### src/rtl/uart_cmd_bridge.sv
`timescale 1ns/1ps
// Purpose: UART bridge that assembles two received bytes into a 16-bit host command and serialises one response byte.
// Latency: cmd_rdy rises one clk after the second byte's stop-bit sample; resp_sent pulses 10*BAUD_DIV+1 clks after send_resp.
// Backpressure: bytes that complete while cmd_rdy is high are dropped; send_resp is ignored while a byte is in flight.
//
// Ports:
//   clk, rst_n            - system clock, async active-low reset
//   RX / TX               - host serial lines (idle high, 8N1)
//   cmd, cmd_rdy          - assembled command {first byte, second byte} and its level valid
//   clr_cmd_rdy           - core acknowledge, drops cmd_rdy
//   resp, send_resp       - response byte and its start pulse
//   resp_sent             - one-cycle pulse once the stop bit has been fully driven
// Optional feature: define CMD_TMO_EN to discard a lone first byte after TMO_CYC idle cycles.
module uart_cmd_bridge #(
    parameter int BAUD_DIV = 868,
    parameter int TMO_CYC  = 1000000
) (
    input  logic        clk,
    input  logic        rst_n,
    input  logic        RX,
    output logic        TX,
    output logic [15:0] cmd,
    output logic        cmd_rdy,
    input  logic        clr_cmd_rdy,
    input  logic [7:0]  resp,
    input  logic        send_resp,
    output logic        resp_sent
);
    localparam int CW = $clog2(BAUD_DIV) + 1;
    localparam logic [CW-1:0] HALF = CW'(BAUD_DIV / 2);
    localparam logic [CW-1:0] FULL = CW'(BAUD_DIV);

    typedef enum logic [1:0] {RX_IDLE, RX_START, RX_DATA, RX_STOP} rx_state_t;
    typedef enum logic {TX_IDLE, TX_TXMIT} tx_state_t;

    // ---------------- receive side ----------------
    rx_state_t       rx_state;
    logic            rx_s1, rx_s2, rx_prev;
    logic [CW-1:0]   rx_cnt;
    logic [2:0]      rx_bit;
    logic [7:0]      rx_shift;
    logic            byte_cnt;
    logic            rx_fall;
    logic            tmo_hit;

    // rx_prev only returns high after the line does, so a framing error
    // naturally waits for an idle-high line before the next start edge.
    assign rx_fall = rx_prev & ~rx_s2;

`ifdef CMD_TMO_EN
    localparam int TW = $clog2(TMO_CYC + 1);
    logic [TW-1:0] tmo_cnt;

    // Counts idle cycles spent holding a lone first byte.
    always_ff @(posedge clk or negedge rst_n) begin
        if (!rst_n) begin
            tmo_cnt <= '0;
        end else if (rx_state == RX_IDLE && byte_cnt && !rx_fall && !tmo_hit) begin
            tmo_cnt <= tmo_cnt + 1'b1;
        end else begin
            tmo_cnt <= '0;
        end
    end
    assign tmo_hit = (tmo_cnt == TW'(TMO_CYC - 1));
`else
    assign tmo_hit = 1'b0;
    if (TMO_CYC < 1) begin : g_tmo_cfg_unused
    end
`endif

    always_ff @(posedge clk or negedge rst_n) begin
        if (!rst_n) begin
            rx_s1    <= 1'b1;
            rx_s2    <= 1'b1;
            rx_prev  <= 1'b1;
            rx_state <= RX_IDLE;
            rx_cnt   <= '0;
            rx_bit   <= '0;
            rx_shift <= '0;
            byte_cnt <= 1'b0;
            cmd      <= '0;
            cmd_rdy  <= 1'b0;
        end else begin
            rx_s1   <= RX;
            rx_s2   <= rx_s1;
            rx_prev <= rx_s2;
            if (clr_cmd_rdy) cmd_rdy <= 1'b0;
            case (rx_state)
                RX_IDLE: begin
                    if (rx_fall) begin
                        rx_state <= RX_START;
                        rx_cnt   <= CW'(1);
                    end else if (tmo_hit) begin
                        byte_cnt <= 1'b0;
                    end
                end
                RX_START: begin
                    if (rx_cnt == HALF) begin
                        if (rx_s2) begin
                            rx_state <= RX_IDLE;           // glitch, not a start bit
                        end else begin
                            rx_state <= RX_DATA;
                            rx_cnt   <= CW'(1);
                            rx_bit   <= '0;
                        end
                    end else begin
                        rx_cnt <= rx_cnt + 1'b1;
                    end
                end
                RX_DATA: begin
                    if (rx_cnt == FULL) begin
                        rx_cnt   <= CW'(1);
                        rx_shift <= {rx_s2, rx_shift[7:1]};
                        if (rx_bit == 3'd7) rx_state <= RX_STOP;
                        else                rx_bit   <= rx_bit + 1'b1;
                    end else begin
                        rx_cnt <= rx_cnt + 1'b1;
                    end
                end
                RX_STOP: begin
                    if (rx_cnt == FULL) begin
                        rx_state <= RX_IDLE;
                        // Bad stop bit or pending command: byte is dropped, count untouched.
                        if (rx_s2 && !cmd_rdy) begin
                            if (!byte_cnt) begin
                                cmd[15:8] <= rx_shift;
                                byte_cnt  <= 1'b1;
                            end else begin
                                cmd[7:0]  <= rx_shift;
                                cmd_rdy   <= 1'b1;
                                byte_cnt  <= 1'b0;
                            end
                        end
                    end else begin
                        rx_cnt <= rx_cnt + 1'b1;
                    end
                end
                default: rx_state <= RX_IDLE;
            endcase
        end
    end

    // ---------------- transmit side ----------------
    tx_state_t       tx_state;
    logic [CW-1:0]   tx_cnt;
    logic [3:0]      tx_bit;
    logic [8:0]      tx_shift;   // remaining bits after the start bit: {stop, data}

    always_ff @(posedge clk or negedge rst_n) begin
        if (!rst_n) begin
            tx_state  <= TX_IDLE;
            tx_cnt    <= '0;
            tx_bit    <= '0;
            tx_shift  <= '1;
            TX        <= 1'b1;
            resp_sent <= 1'b0;
        end else begin
            resp_sent <= 1'b0;
            case (tx_state)
                TX_IDLE: begin
                    // A request coinciding with resp_sent is not taken.
                    if (send_resp && !resp_sent) begin
                        tx_state <= TX_TXMIT;
                        tx_shift <= {1'b1, resp};
                        TX       <= 1'b0;
                        tx_cnt   <= CW'(1);
                        tx_bit   <= '0;
                    end
                end
                TX_TXMIT: begin
                    if (tx_cnt == FULL) begin
                        tx_cnt <= CW'(1);
                        if (tx_bit == 4'd9) begin
                            tx_state  <= TX_IDLE;
                            resp_sent <= 1'b1;
                            TX        <= 1'b1;
                        end else begin
                            TX       <= tx_shift[0];
                            tx_shift <= {1'b1, tx_shift[8:1]};
                            tx_bit   <= tx_bit + 1'b1;
                        end
                    end else begin
                        tx_cnt <= tx_cnt + 1'b1;
                    end
                end
                default: tx_state <= TX_IDLE;
            endcase
        end
    end
endmodule

### config.mk
export PLATFORM = sky130hd
export DESIGN_NAME = uart_cmd_bridge
export DESIGN_NICKNAME = d
export VERILOG_FILES = /design/src/rtl/uart_cmd_bridge.sv
export SDC_FILE = /design/constraint.sdc
export NUM_CORES = 1
export LEC_CHECK = 0
export CORE_UTILIZATION = 55
export DETAILED_ROUTE_END_ITERATION = 10
export PLACE_DENSITY = 0.77
export SYNTH_ARGS = -nofsm -noshare
export SYNTH_HDL_FRONTEND = slang
export SYNTH_SLANG_ARGS = --single-unit
### constraint.sdc
create_clock -name clk -period 2.25 [get_ports clk]
set_input_delay 0.45 -clock clk [delete_from_list [all_inputs] [get_ports clk]]
set_output_delay 0.45 -clock clk [all_outputs]
set_load 0.005 [all_outputs]
==> results of run 1 <==
==> layer usage <==
| layer | global-route usage, % | vias up | wire length (um) |
|---|---|---|---|
| li1 | - | 1164 | - |
| met1 | 29.41 | 1184 | 3169 |
| met2 | 34.46 | 49 | 3215 |
| met3 | 7.473 | 8 | 272 |
| met4 | 6.842 | 0 | 72 |
| met5 | 0 | - | 0 |
==> registers in the layout, summed over array words and instances (netlist names), named ones only <==
signal,cells
rx_bit,3
TX,1
byte_cnt,1
rx_state,1
cmd_rdy,1
tx_cnt,11
rx_cnt,11
resp_sent,1
tx_state,1
rx_prev,1
rx_shift,8
rx_s2,1
cmd,16
tx_bit,4
rx_s1,1
tx_shift,8
==> area by class of cell <==
type / count / share of cell area (%)
Clock buffer: 11 / 3.373
Clock inverter: 5 / 1.940
Inverter: 12 / 1.075
Multi-Input combinational cell: 208 / 38.48
Sequential cell: 71 / 42.75
Tap cell: 75 / 2.239
Timing Repair Buffer: 42 / 10.15
==> layout by cell type (no fill, tap or decap), types with 3 or more instances in the layout <==
cell	netlist	layout
sky130_fd_sc_hd__and4bb_2	5	5
sky130_fd_sc_hd__and2_1	3	3
sky130_fd_sc_hd__clkbuf_8	1	10
sky130_fd_sc_hd__nand3_1	14	14
sky130_fd_sc_hd__o21ai_0	19	19
sky130_fd_sc_hd__buf_4	0	8
sky130_fd_sc_hd__ha_1	9	9
sky130_fd_sc_hd__dfrtp_1	59	59
sky130_fd_sc_hd__and3_1	10	10
sky130_fd_sc_hd__nand4_1	6	6
sky130_fd_sc_hd__xnor2_1	4	4
sky130_fd_sc_hd__nand2_1	15	15
sky130_fd_sc_hd__mux2_4	8	8
sky130_fd_sc_hd__inv_1	12	12
sky130_fd_sc_hd__a21oi_1	4	4
sky130_fd_sc_hd__dfstp_2	12	12
sky130_fd_sc_hd__mux2_2	33	33
sky130_fd_sc_hd__nand2b_1	4	4
sky130_fd_sc_hd__buf_12	0	3
sky130_fd_sc_hd__nor2_1	26	26
sky130_fd_sc_hd__clkdlybuf4s50_1	0	30
sky130_fd_sc_hd__a221o_1	6	6
sky130_fd_sc_hd__o31ai_1	3	3
sky130_fd_sc_hd__nor3_1	3	3
==> through the flow <==
| stage | setup slack, ns | cell area (um^2) | total power (W) | hold WS (ns) | std cells |
|---|---|---|---|---|---|
| 6_report | 0.1008 | 4192 | 0.003330 | 0.1003 | 424 |
| 5_1_grt | 0.01079 | 4192 | 0.003516 | 0.1375 | 424 |
| 4_1_cts | 0.08989 | 4184 | 0.003348 | 0.1005 | 423 |
| 3_5_place_dp | 0.09976 | 3961 | 0.002202 | 0.3569 | 407 |
| 3_3_place_gp | 0.1798 | 3961 | 0.002166 | 0.3535 | 407 |
| 2_1_floorplan | 0.1930 | 3542 | 0.002001 | 0.1544 | 301 |
==> cell families after synthesis <==
group	Yosys count	synth area share, %
XOR/XNOR	6	1.484
buffers and inverters	22	3.885
adder cells (fa/ha/maj)	9	3.179
AO/OA/AOI/OAI	45	8.902
flip-flops	71	50.58
multiplexers	43	14.45
AND/OR/NAND/NOR	105	17.52
==> path summary, 6_finish.rpt <==
path | startpoint | endpoint | slack [ns]
setup / recovery | rx_cnt[0]$_DFFE_PN0P_ | cmd[15]$_DFFE_PN0P_ | 0.10
hold / removal | rst_n | tx_cnt[3]$_DFFE_PN0P_ | 0.10
setup reg to reg | rx_cnt[0]$_DFFE_PN0P_ | cmd[15]$_DFFE_PN0P_ | 0.10
hold reg to reg | rx_s1$_DFF_PN1_ | rx_s2$_DFF_PN1_ | 0.37
max in group asynchronous | rst_n | tx_shift[2]$_DFFE_PN1P_ | 1.55
min in group clk | rx_s1$_DFF_PN1_ | rx_s2$_DFF_PN1_ | 0.37
==> power by group <==
| part | internal (W) | switching, W | total (W) |
|---|---|---|---|
| combinational | 0.000296 | 0.000267 | 0.000563 |
| sequential | 0.00145 | 0.000184 | 0.00164 |
| clock | 0.000655 | 0.000477 | 0.00113 |
| total | 0.00240 | 0.000928 | 0.00333 |
==> worst reg2reg max path, delay by kind of cell (launching register included) <==
kind | cells | cell delay (ns)
multiplexers | 1 | 0.30
AND/OR/NAND/NOR | 4 | 0.91
buffers and inverters | 2 | 0.26
adder cells (fa/ha/maj) | 1 | 0.14
flip-flops | 1 | 0.43
==> results.json, run 1 <==
{
  "status": "complete, no violations",
  "cell_at_the_root_of_the_clock_tree": "sky130_fd_sc_hd__clkbuf_8",
  "reg2regPathDepth": 8,
  "grt_util_all_layers_pct": 22.23,
  "post-route-util_pct": 69.16,
  "critPathMaxStageDelay_ns": 0.43,
  "boundaryPins": 32,
  "multiInputGateArea_mm2": 0.001613,
  "finalHoldViolations": 0,
  "critical_path_depth": 8,
  "relSlewSlack_pct": 61.92,
  "insertion_delay_ns": 0.35,
  "vias_per_cell": 5.672,
  "final-max-slew-violation-count": 0,
  "ctsLongestPathBuffers": 2,
  "worst-path-buf-inv": 2,
  "critical_path_required_ns": 2.48,
  "total_negative_slack_ns": 0,
  "route.detailed.drc": 0,
  "cts_made_buffers": 9,
  "grt_antenna_before_repair": 0,
  "dr_vias": 2405,
  "leakage_nw": 1.892,
  "drt_first_pass_iters": 4,
  "clock-sinks": 71,
  "grt_pass1_vias": 2345,
  "post_synth_instance_area_mm2": 0.003542,
  "synthArstFlopShare_pct": 100.0,
  "netlist.top_cell.by_area": "sky130_fd_sc_hd__dfrtp_1",
  "place_congestion": 0.8279,
  "layout.area.seq_mm2": 0.001792,
  "tritoncts": "yes",
  "totalWireLength_mm": 6.730,
  "setup_viol": 0,
  "syn-mean-instance-area_um2": 11.77,
  "power.ir.vdd_worst_uv": 543.7,
  "post_synth_main_area_contributors": "sky130_fd_sc_hd__dfrtp_1 (42%), sky130_fd_sc_hd__mux2_2 (10%), sky130_fd_sc_hd__dfstp_2 (8.9%), sky130_fd_sc_hd__mux2_4 (3.4%), sky130_fd_sc_hd__ha_1 (3.2%)",
  "syn_nets": 323,
  "crit_path_cell_trace": "inv_1 -> ha_1 -> and4bb_2 -> nand4_4 -> nor4_4 -> and2b_1 -> buf_12 -> mux2_4",
  "dp.final_hpwl_mm": 4.619,
  "timing_worst_slew_pin_value_ns": 0.5568,
  "hp-class": "in -> async",
  "cts_resized": 0,
  "timing.setup.critical_path_class": "reg -> reg",
  "netlist_instances": 301,
  "num-fill-cells": 431,
  "rsz0062_at_grt": "false",
  "synth_ff_type": "sky130_fd_sc_hd__dfrtp_1",
  "dr.first_iter.drc_count": 114,
  "grt_max_degree": 27,
  "cts-hold-fix-buffers": 0,
  "postSynthRegisterBits": 71,
  "critical_path.slowest_cell": "sky130_fd_sc_hd__dfrtp_1",
  "timing.critical_path.to_type": "register",
  "yosysSeqAreaShare_pct": 50.58,
  "netlist_cell_types": 52,
  "grt_overflow": 0,
  "yosysWarningCount": 0,
  "synth.cells.most_frequent": "sky130_fd_sc_hd__dfrtp_1 (59), sky130_fd_sc_hd__mux2_2 (33), sky130_fd_sc_hd__nor2_1 (26), sky130_fd_sc_hd__o21ai_0 (19), sky130_fd_sc_hd__nand2_1 (15)",
  "layout_skew_ns": 0.009939,
  "layout-drive-gt1-share_pct": 28.37,
  "critPathMaxFanout": 8,
  "postCtsSetupRepairBufs": 0,
  "clock.fmax_mhz": 465.3,
  "synth_edf_count": 0,
  "std_cell_rows": 28,
  "design.die.area_mm2": 0.006765,
  "start_kind": "register",
  "worst_setup_hold_path_clk_slew_ns": 0.07,
  "fin_crit_ns": 2.149,
  "crit_arrival_ns": 2.38,
  "critPathTopFamily": "simple AND/OR/NAND/NOR gates",
  "syn_to_final_growth_pct": 18.33,
  "die_x_um": 82.25,
  "grt_pass1_wl_mm": 11.19,
  "io_buffer_count": 31,
  "floorplan.die.height_um": 82.25,
  "antenna_cells": 0,
  "antenna_violating_nets_post_route": 0,
  "yosysMostFrequentCell": "sky130_fd_sc_hd__dfrtp_1",
  "num-nets-final": 366,
  "timing.max_cap.violations": 0,
  "initial_standard_cell_utilization_of_the_core_pct": 58.44,
  "synth.top_cell.area_share_pct": 41.68,
  "route.detailed.wl_per_inst_um": 15.87,
  "period_share_pct": 95.52,
  "cts.htree.levels": 3,
  "fp.coreArea_mm2": 0.006061,
  "power_density_mw_per_mm2": 794.4
}
No activity file was read; power rests on OpenSTA's default activity.
==> run 2: changes to the inputs <==
--- a/config.mk
+++ b/config.mk
@@ -5,6 +5,7 @@
 export SDC_FILE = /design/constraint.sdc
 export NUM_CORES = 1
 export LEC_CHECK = 0
+export CAP_MARGIN = 30
 export CORE_UTILIZATION = 55
 export DETAILED_ROUTE_END_ITERATION = 10
 export PLACE_DENSITY = 0.77
==> results of run 2 <==
Final layout, timing and power as in run 1 (identical DEF).
